### src/rtl/key_note_encoder.sv
// Key-switch front end: synchronises and debounces a raw key vector and octave buttons,
// encodes the active key to a 1-based note index and emits held level plus press/release pulses.
module key_note_encoder #(
  parameter int NUM_KEYS        = 8,
  parameter int DEBOUNCE_CYCLES = 200000,
  parameter int LAST_PRIORITY   = 0,
  parameter int OCT_W           = 2,
  parameter int OCT_RESET       = 1,
  parameter int OCT_MAX         = 3,
  localparam int KW             = $clog2(NUM_KEYS + 1)
) (
  input  logic                clk,
  input  logic                rst,
  input  logic                key_on,
  input  logic [NUM_KEYS-1:0] key,
  input  logic                oct_up,
  input  logic                oct_down,
  output logic [KW-1:0]       key_out,
  output logic                key_out_on,
  output logic                press_pulse,
  output logic                release_pulse,
  output logic [OCT_W-1:0]    octave
);

  localparam int CW = $clog2(DEBOUNCE_CYCLES);
  localparam logic [CW-1:0] CNT_MAX  = CW'(DEBOUNCE_CYCLES - 1);
  localparam logic [CW-1:0] CNT_LOAD = CW'(DEBOUNCE_CYCLES - 2);
  localparam logic [OCT_W-1:0] OCT_MAX_V = OCT_W'(OCT_MAX);
  localparam logic [OCT_W-1:0] OCT_RST_V = OCT_W'(OCT_RESET);

  typedef enum logic {IDLE, HELD} state_t;

  logic [NUM_KEYS-1:0] keyS1_q, keyS2_q, keyPrev_q, keyDeb_q, keyDebPrev_q;
  logic [CW-1:0]       keyCnt_q, keyCnt_d;
  logic                keyLoad;

  logic [1:0]          octS1_q, octS2_q, octPrev_q, octDeb_q;
  logic [CW-1:0]       octCnt_q, octCnt_d;
  logic                octLoad;
  logic                upRise, dnRise;
  logic [OCT_W-1:0]    octave_q, octave_d;

  logic [NUM_KEYS-1:0] newlySet;
  logic                curHeld;
  logic [KW-1:0]       idx;

  state_t              state_q, state_d;
  logic [KW-1:0]       keyOut_q, keyOut_d;
  logic                press_q, press_d, release_q, release_d;

  function automatic logic [KW-1:0] lowestIdx(input logic [NUM_KEYS-1:0] v);
    lowestIdx = '0;
    for (int i = NUM_KEYS - 1; i >= 0; i--) begin
      if (v[i]) lowestIdx = KW'(i + 1);
    end
  endfunction

  // The debounced vector loads on the same edge the counter reaches its final count.
  always_comb begin
    keyCnt_d = keyCnt_q;
    keyLoad  = 1'b0;
    if (keyS2_q != keyPrev_q) begin
      keyCnt_d = '0;
    end else begin
      if (keyCnt_q != CNT_MAX) keyCnt_d = keyCnt_q + CW'(1);
      keyLoad = (keyCnt_q == CNT_LOAD);
    end
  end

  always_comb begin
    octCnt_d = octCnt_q;
    octLoad  = 1'b0;
    if (octS2_q != octPrev_q) begin
      octCnt_d = '0;
    end else begin
      if (octCnt_q != CNT_MAX) octCnt_d = octCnt_q + CW'(1);
      octLoad = (octCnt_q == CNT_LOAD);
    end
  end

  always_comb begin
    upRise   = octLoad && octS2_q[0] && !octDeb_q[0];
    dnRise   = octLoad && octS2_q[1] && !octDeb_q[1];
    octave_d = octave_q;
    if (upRise && !dnRise && octave_q != OCT_MAX_V) begin
      octave_d = octave_q + OCT_W'(1);
    end else if (dnRise && !upRise && octave_q != '0) begin
      octave_d = octave_q - OCT_W'(1);
    end
  end

  // In last-pressed mode the current note survives unless a fresh key appears or it is let go.
  always_comb begin
    newlySet = keyDeb_q & ~keyDebPrev_q;
    curHeld  = 1'b0;
    for (int i = 0; i < NUM_KEYS; i++) begin
      if (keyOut_q == KW'(i + 1) && keyDeb_q[i]) curHeld = 1'b1;
    end
    if (LAST_PRIORITY == 0) begin
      idx = lowestIdx(keyDeb_q);
    end else if (newlySet != '0) begin
      idx = lowestIdx(newlySet);
    end else if (curHeld) begin
      idx = keyOut_q;
    end else begin
      idx = lowestIdx(keyDeb_q);
    end
  end

  always_comb begin
    state_d   = state_q;
    keyOut_d  = keyOut_q;
    press_d   = 1'b0;
    release_d = 1'b0;
    case (state_q)
      IDLE: begin
        keyOut_d = '0;
        if (key_on && keyDeb_q != '0) begin
          state_d  = HELD;
          keyOut_d = idx;
          press_d  = 1'b1;
        end
      end
      HELD: begin
        if (!key_on || keyDeb_q == '0) begin
          state_d   = IDLE;
          keyOut_d  = '0;
          release_d = 1'b1;
        end else if (idx != keyOut_q) begin
          keyOut_d = idx;
          press_d  = 1'b1;
        end
      end
      default: begin
        state_d  = IDLE;
        keyOut_d = '0;
      end
    endcase
  end

  always_ff @(posedge clk or posedge rst) begin
    if (rst) begin
      keyS1_q      <= '0;
      keyS2_q      <= '0;
      keyPrev_q    <= '0;
      keyDeb_q     <= '0;
      keyDebPrev_q <= '0;
      keyCnt_q     <= '0;
      octS1_q      <= '0;
      octS2_q      <= '0;
      octPrev_q    <= '0;
      octDeb_q     <= '0;
      octCnt_q     <= '0;
      octave_q     <= OCT_RST_V;
      state_q      <= IDLE;
      keyOut_q     <= '0;
      press_q      <= 1'b0;
      release_q    <= 1'b0;
    end else begin
      keyS1_q      <= key;
      keyS2_q      <= keyS1_q;
      keyPrev_q    <= keyS2_q;
      keyCnt_q     <= keyCnt_d;
      if (keyLoad) keyDeb_q <= keyS2_q;
      keyDebPrev_q <= keyDeb_q;
      octS1_q      <= {oct_down, oct_up};
      octS2_q      <= octS1_q;
      octPrev_q    <= octS2_q;
      octCnt_q     <= octCnt_d;
      if (octLoad) octDeb_q <= octS2_q;
      octave_q     <= octave_d;
      state_q      <= state_d;
      keyOut_q     <= keyOut_d;
      press_q      <= press_d;
      release_q    <= release_d;
    end
  end

  assign key_out       = keyOut_q;
  assign key_out_on    = (state_q == HELD);
  assign press_pulse   = press_q;
  assign release_pulse = release_q;
  assign octave        = octave_q;

endmodule

### config.mk
export PLATFORM = sky130hd
export DESIGN_NAME = key_note_encoder
export DESIGN_NICKNAME = d
export VERILOG_FILES = /design/src/rtl/key_note_encoder.sv
export SDC_FILE = /design/constraint.sdc
export NUM_CORES = 1
export LEC_CHECK = 0
export CAP_MARGIN = 20
export CORE_ASPECT_RATIO = 0.9
export CORE_MARGIN = 4
export CORE_UTILIZATION = 35
export DETAILED_ROUTE_END_ITERATION = 8
export MAX_ROUTING_LAYER = met4
export SLEW_MARGIN = 20
export SYNTH_ARGS = -nofsm -noshare
export SYNTH_HDL_FRONTEND = slang
export SYNTH_SLANG_ARGS = --single-unit
### constraint.sdc
create_clock -name clk -period 2.6 [get_ports clk]
set_input_delay 0.26 -clock clk [delete_from_list [all_inputs] [get_ports clk]]
set_output_delay 0.26 -clock clk [all_outputs]
set_load 0.05 [all_outputs]
# ---- Word-level counts from Yosys, hierarchy flattened
# Cells that the tools add are included.
dict set report op_classes {
  n_reduce_logical 21
  bitwise_logic 1
  n_eq_ne 9
  muxes 28
  add_sub_neg 4
}
# operator count
set ops {}
lappend ops {{$mux 18} 4}
lappend ops {{$mux 4} 11}
lappend ops {{$add 18x1->18 const B} 2}
lappend ops {{$eq 18x18->1 const B} 2}
lappend ops {{$ne 18x18->1 const B} 2}
lappend ops {{$logic_and 1x1->1} 9}
lappend ops {{$logic_not 8->1} 1}
lappend ops {{$mux 1} 8}
lappend ops {{$ne 8x8->1} 1}
lappend ops {{$pmux 4 s2} 1}
lappend ops {{$reduce_bool 2->1} 4}
lappend ops {{$reduce_bool 8->1} 1}
lappend ops {{$logic_not 1->1} 5}
lappend ops {{$mux 2} 2}
lappend ops {{$ne 4x4->1} 1}
lappend ops {{$pmux 1 s2} 2}
lappend ops {{$ne 3x1->1 const B} 1}
lappend ops {{$add 2x1->2 const B} 1}
lappend ops {{$ne 2x2->1} 1}
lappend ops {{$ne 2x2->1 const B} 1}
lappend ops {{$sub 2x1->2 const B} 1}
lappend ops {{$logic_or 1x1->1} 1}
lappend ops {{$not 1->1} 1}
dict set report totals {
  ff_bits 85
  wordCells 78
  inputBits 13
}

# ---- Longest topological paths before layout
dict set report depth {
  depth_word 12
  mapped_depth 7
  depth_no_buf 7
}

# ---- Worst setup path before layout
# Ideal clock, no wire load.
dict set report synth_path {
  kind {register to register}
  startpoint {register keyCnt_q[14]}
  endpoint {register keyDeb_q[0]}
  stages_incl_launch_ff 6
  synth_period_minus_slack_ns 1.975
  slack_ns 0.625
  t_arrival_ns 1.851
  t_required_ns 2.475
  path_buffers 0
  setup_ns 0.125
  path_cell_list {dfrtp_1 > or4b_4 > nor3_4 > nand3_2 > nor2_4 > mux2_2}
}
dict set report synth_via {
  elab_chain_len 2
}
# item line
set synth_rtl {}
lappend synth_rtl {{start: declaration} 34} ;# logic [CW-1:0] keyCnt_q, keyCnt_d;
lappend synth_rtl {{start signal: assignment} 163} ;# keyCnt_q <= keyCnt_d;
lappend synth_rtl {{$eq 18x18->1} 66} ;# keyLoad = (keyCnt_q == CNT_LOAD);
lappend synth_rtl {{$mux 1} 62} ;# if (keyS2_q != keyPrev_q) begin
lappend synth_rtl {{end signal: assignment} 164} ;# if (keyLoad) keyDeb_q <= keyS2_q;
lappend synth_rtl {{end: declaration} 33} ;# logic [NUM_KEYS-1:0] keyS1_q, keyS2_q, keyPrev_q, keyDeb_q, keyDebPrev_q;
# No other way between the ends.
# A chain may end at the register's enable or synchronous reset.

# ---- Worst setup path in the final report
dict set report layout_path {
  startpoint {register keyCnt_q[6]}
  endpoint {register keyDeb_q[4]}
}
# The elaborated chain is that of the path after synthesis.

==> impl_results.md <==
- Share of layout cells above drive strength 1: 10.8%
- ANT nets after route: 0
- Crit-path cells: or4b_4 -> nor3_4 -> nand3_2 -> nor2_4 -> mux2_2
- CTS tree: done
- Area Growth Syn to Fin: 19.1%
- CP bufs+invs: 0
- Rows: 34
- Status: complete, no violations
- Syn Inst Count: 316
- Initial DRC count: 102
- Crit-path max FO: 8
- Area after DPL: 0.00399 mm²
- Core Box Area: 0.00987 mm²
- Finish-stage setup viols: 0
- Number of synthesized flops with an enable pin: 0
- Die Y: 104 µm
- Final net count: 365
- Main synth FF type: dfrtp_1
- Largest delay contributor family on the critical path: simple AND/OR/NAND/NOR gates
- Wire per inst: 12.9 µm
- Ys async rst share: 100%
- Longest Clk Path Bufs: 2
- Crit-path max cell delay: 0.52 ns
- Port Buffers: 21
- Final Hold Vio Count: 0
- Hold_buf cts: 0
- H-tree levels: 3
- Cell area after synthesis: 0.00360 mm²
- Clock buffer count from CTS: 9
- CTS clk-pin slew, worst paths: 0.06 ns
- Setup slack after layout: 0.453 ns
- Largest net degree at the start of global routing: 86
- Post-CTS Setup Bufs: 0
- Yosys reg bits: 85
- Worst R2R Path Depth: 5
- DP HPWL: 4.22 mm
- Max-slew headroom: 59.1%
- Hold slack: 0.334 ns
- RD Place Congestion: 0.827
- Sequential-to-total area share from yosys stat: 59.2%
- GRT Overall Usage: 11.7%
- Worst Hold Class: input pin to asynchronous set/reset pin
- Ant. Diodes: 0
- Max-slew violations: 0
- MaxCap Viol Count: 0
- TNS Setup: 0 ns
- Drt pass-1 iters: 4
- Vias: 2,358
- Initial antenna violation count: 0
- Cts repair resizes: 0
- Grt ovf: 0
- Root Buffer: clkbuf_16
- Syn avg cell area: 11.4 µm²
- Unique masters post-synth: 41
- Slowest-stage cell, CP: or4b_4
- CP Depth: 5
- Highest achievable clock rate: 0.466 GHz
- P_leak: 0.00181 µW
- Clk_skew: 0.00444 ns
- Vias in the first global route: 2,361
- Die Area: 0.0120 mm²
- Finished Core Util: 43.4%
- Power Density: 626 mW/mm²
- Measured slew at the worst slew-check pin: 0.608 ns
- WL final: 6.16 mm
- Remaining DRCs: 0
- Ys Warns: 0
- Worst Path Required: 2.81 ns
- Die Width: 115 µm
- Fill cells: 929
- Worst-Skew Late Latency: 0.33 ns
- Worst setup SP type: flop
- Starting density of the core: 36.4%
- IO Pins: 22
- CTS sink cnt: 85
- DR vias/cell: 4.92
- Crit path kind: flop to flop
- Fin area: 0.00428 mm²
- Peak supply drop: 0.000290 V
- Crit end category: flop
- Global-route wire length before repair: 11.1 mm
- Dpl ws: 0.454 ns
- Period utilization: 82.6%
- Critical Path AT: 2.36 ns
- Fin crit period: 2.15 ns
- RSZ-0062 raised after global routing: no
- Synthesized Nets: 333
[sequential cells by signal, indices dropped and copies added (netlist names)]
name           flops
release_pulse      1
key_out            4
keyS1_q            8
octCnt_q          18
octS1_q            2
keyDeb_q           8
octPrev_q          2
keyPrev_q          8
keyS2_q            8
octS2_q            2
octave             2
key_out_on         1
octDeb_q           2
keyCnt_q          18
press_pulse        1
[cells in the final DEF, fill, tap and decap left out, types with 5 or more instances in the layout]
master and count:
dfrtp_1 84, nor2_1 52, xor2_1 31, clkdlybuf4s50_1 21, nand3_1 20, xnor2_1 11
nand2_1 10, nand4_1 10, mux2_2 10, inv_1 9, a21oi_1 9, clkbuf_16 9
nor3_1 7, and3_1 6, o21ai_0 5
[metrics by stage]
| step | instances | total power (µW) |
|---|---|---|
| floorplan | 316 | 1440 |
| global placement | 463 | 1470 |
| detailed placement | 463 | 1480 |
| CTS | 479 | 2730 |
| global route | 479 | 2790 |
| finish | 479 | 2680 |
[worst min-delay path, delay by kind of cell]
family / cells / cell delay, ns
buffers and inverters: 3 / 0.81
[cells in the mapped netlist (2+ instances only)]
library cell	instances	share of area (%)
nand2b_1	2	0.35
and3_1	6	1.0
nor2_1	52	5.4
a21oi_1	9	1.3
xor2_1	31	7.5
dfrtp_1	84	58
nor2b_1	3	0.52
nand3_1	20	2.8
nor3_1	7	0.97
and2_1	2	0.35
mux2_2	10	3.1
ha_1	4	1.4
nor4_1	4	0.70
nand2_1	10	1.0
o21ai_0	5	0.70
a41oi_1	2	0.49
and4_1	4	0.97
nand3b_1	2	0.42
nor4b_1	2	0.49
a31oi_1	2	0.35
inv_1	10	1.0
a211oi_1	4	0.83
xnor2_1	11	2.7
nand4_1	10	1.7
nor4bb_1	3	0.83
clkbuf_1	2	0.21
[report_power, final]
| part | switching (µW) | internal (µW) | total [µW] | leakage, µW |
|---|---|---|---|---|
| clock | 521 | 711 | 1230 | 0.000144 |
| sequential | 17.6 | 1350 | 1370 | 0.00111 |
| combinational | 49.1 | 32.7 | 81.8 | 0.000553 |
[metal layers]
layer  share of wire [%]  global-route usage (%)
met5                   0                       -
met4                0.80                    3.02
met3                 3.6                    3.84
met2                  47                    17.0
met1                  48                    15.9
[path summary, 6_finish.rpt]
path | endpoint | slack, ns | from
setup / recovery | keyDeb_q[4]$_DFFE_PP0P_ | 0.45 | keyCnt_q[6]$_DFFE_PP0P_
max in group asynchronous | keyCnt_q[14]$_DFFE_PP0P_ | 1.92 | rst
min in group clk | keyS2_q[1]$_DFF_PP0_ | 0.34 | keyS1_q[1]$_DFF_PP0_
hold reg to reg | keyS2_q[1]$_DFF_PP0_ | 0.34 | keyS1_q[1]$_DFF_PP0_
hold / removal | octCnt_q[12]$_DFFE_PP0P_ | 0.33 | rst
setup reg to reg | keyDeb_q[4]$_DFFE_PP0P_ | 0.45 | keyCnt_q[6]$_DFFE_PP0P_
[layout make-up]
class	count	area (µm²)	area share [%]
repair buffers	24	245	5.72
multi-input cells	218	1420	33.1
inverters	10	38.8	0.905
flip-flops and latches	85	2130	49.7
clock buffers	11	253	5.90
well taps	126	158	3.68
clock inverters	5	41.3	0.964
[kinds of logic (layout without fill, tap and decap cells)]
kind of cell	after synthesis	in the layout	synth area share [%]
AOI/OAI and AO/OA	25	25	4.38
and+or+nand+nor	137	137	20.3
xor gates and xnor gates	42	42	10.2
adders and majority gates	4	4	1.39
buffers and inverters	13	50	1.36
muxes	10	10	3.13
DFF	85	85	59.2
Note: power is estimated with default switching activity, not from simulation.
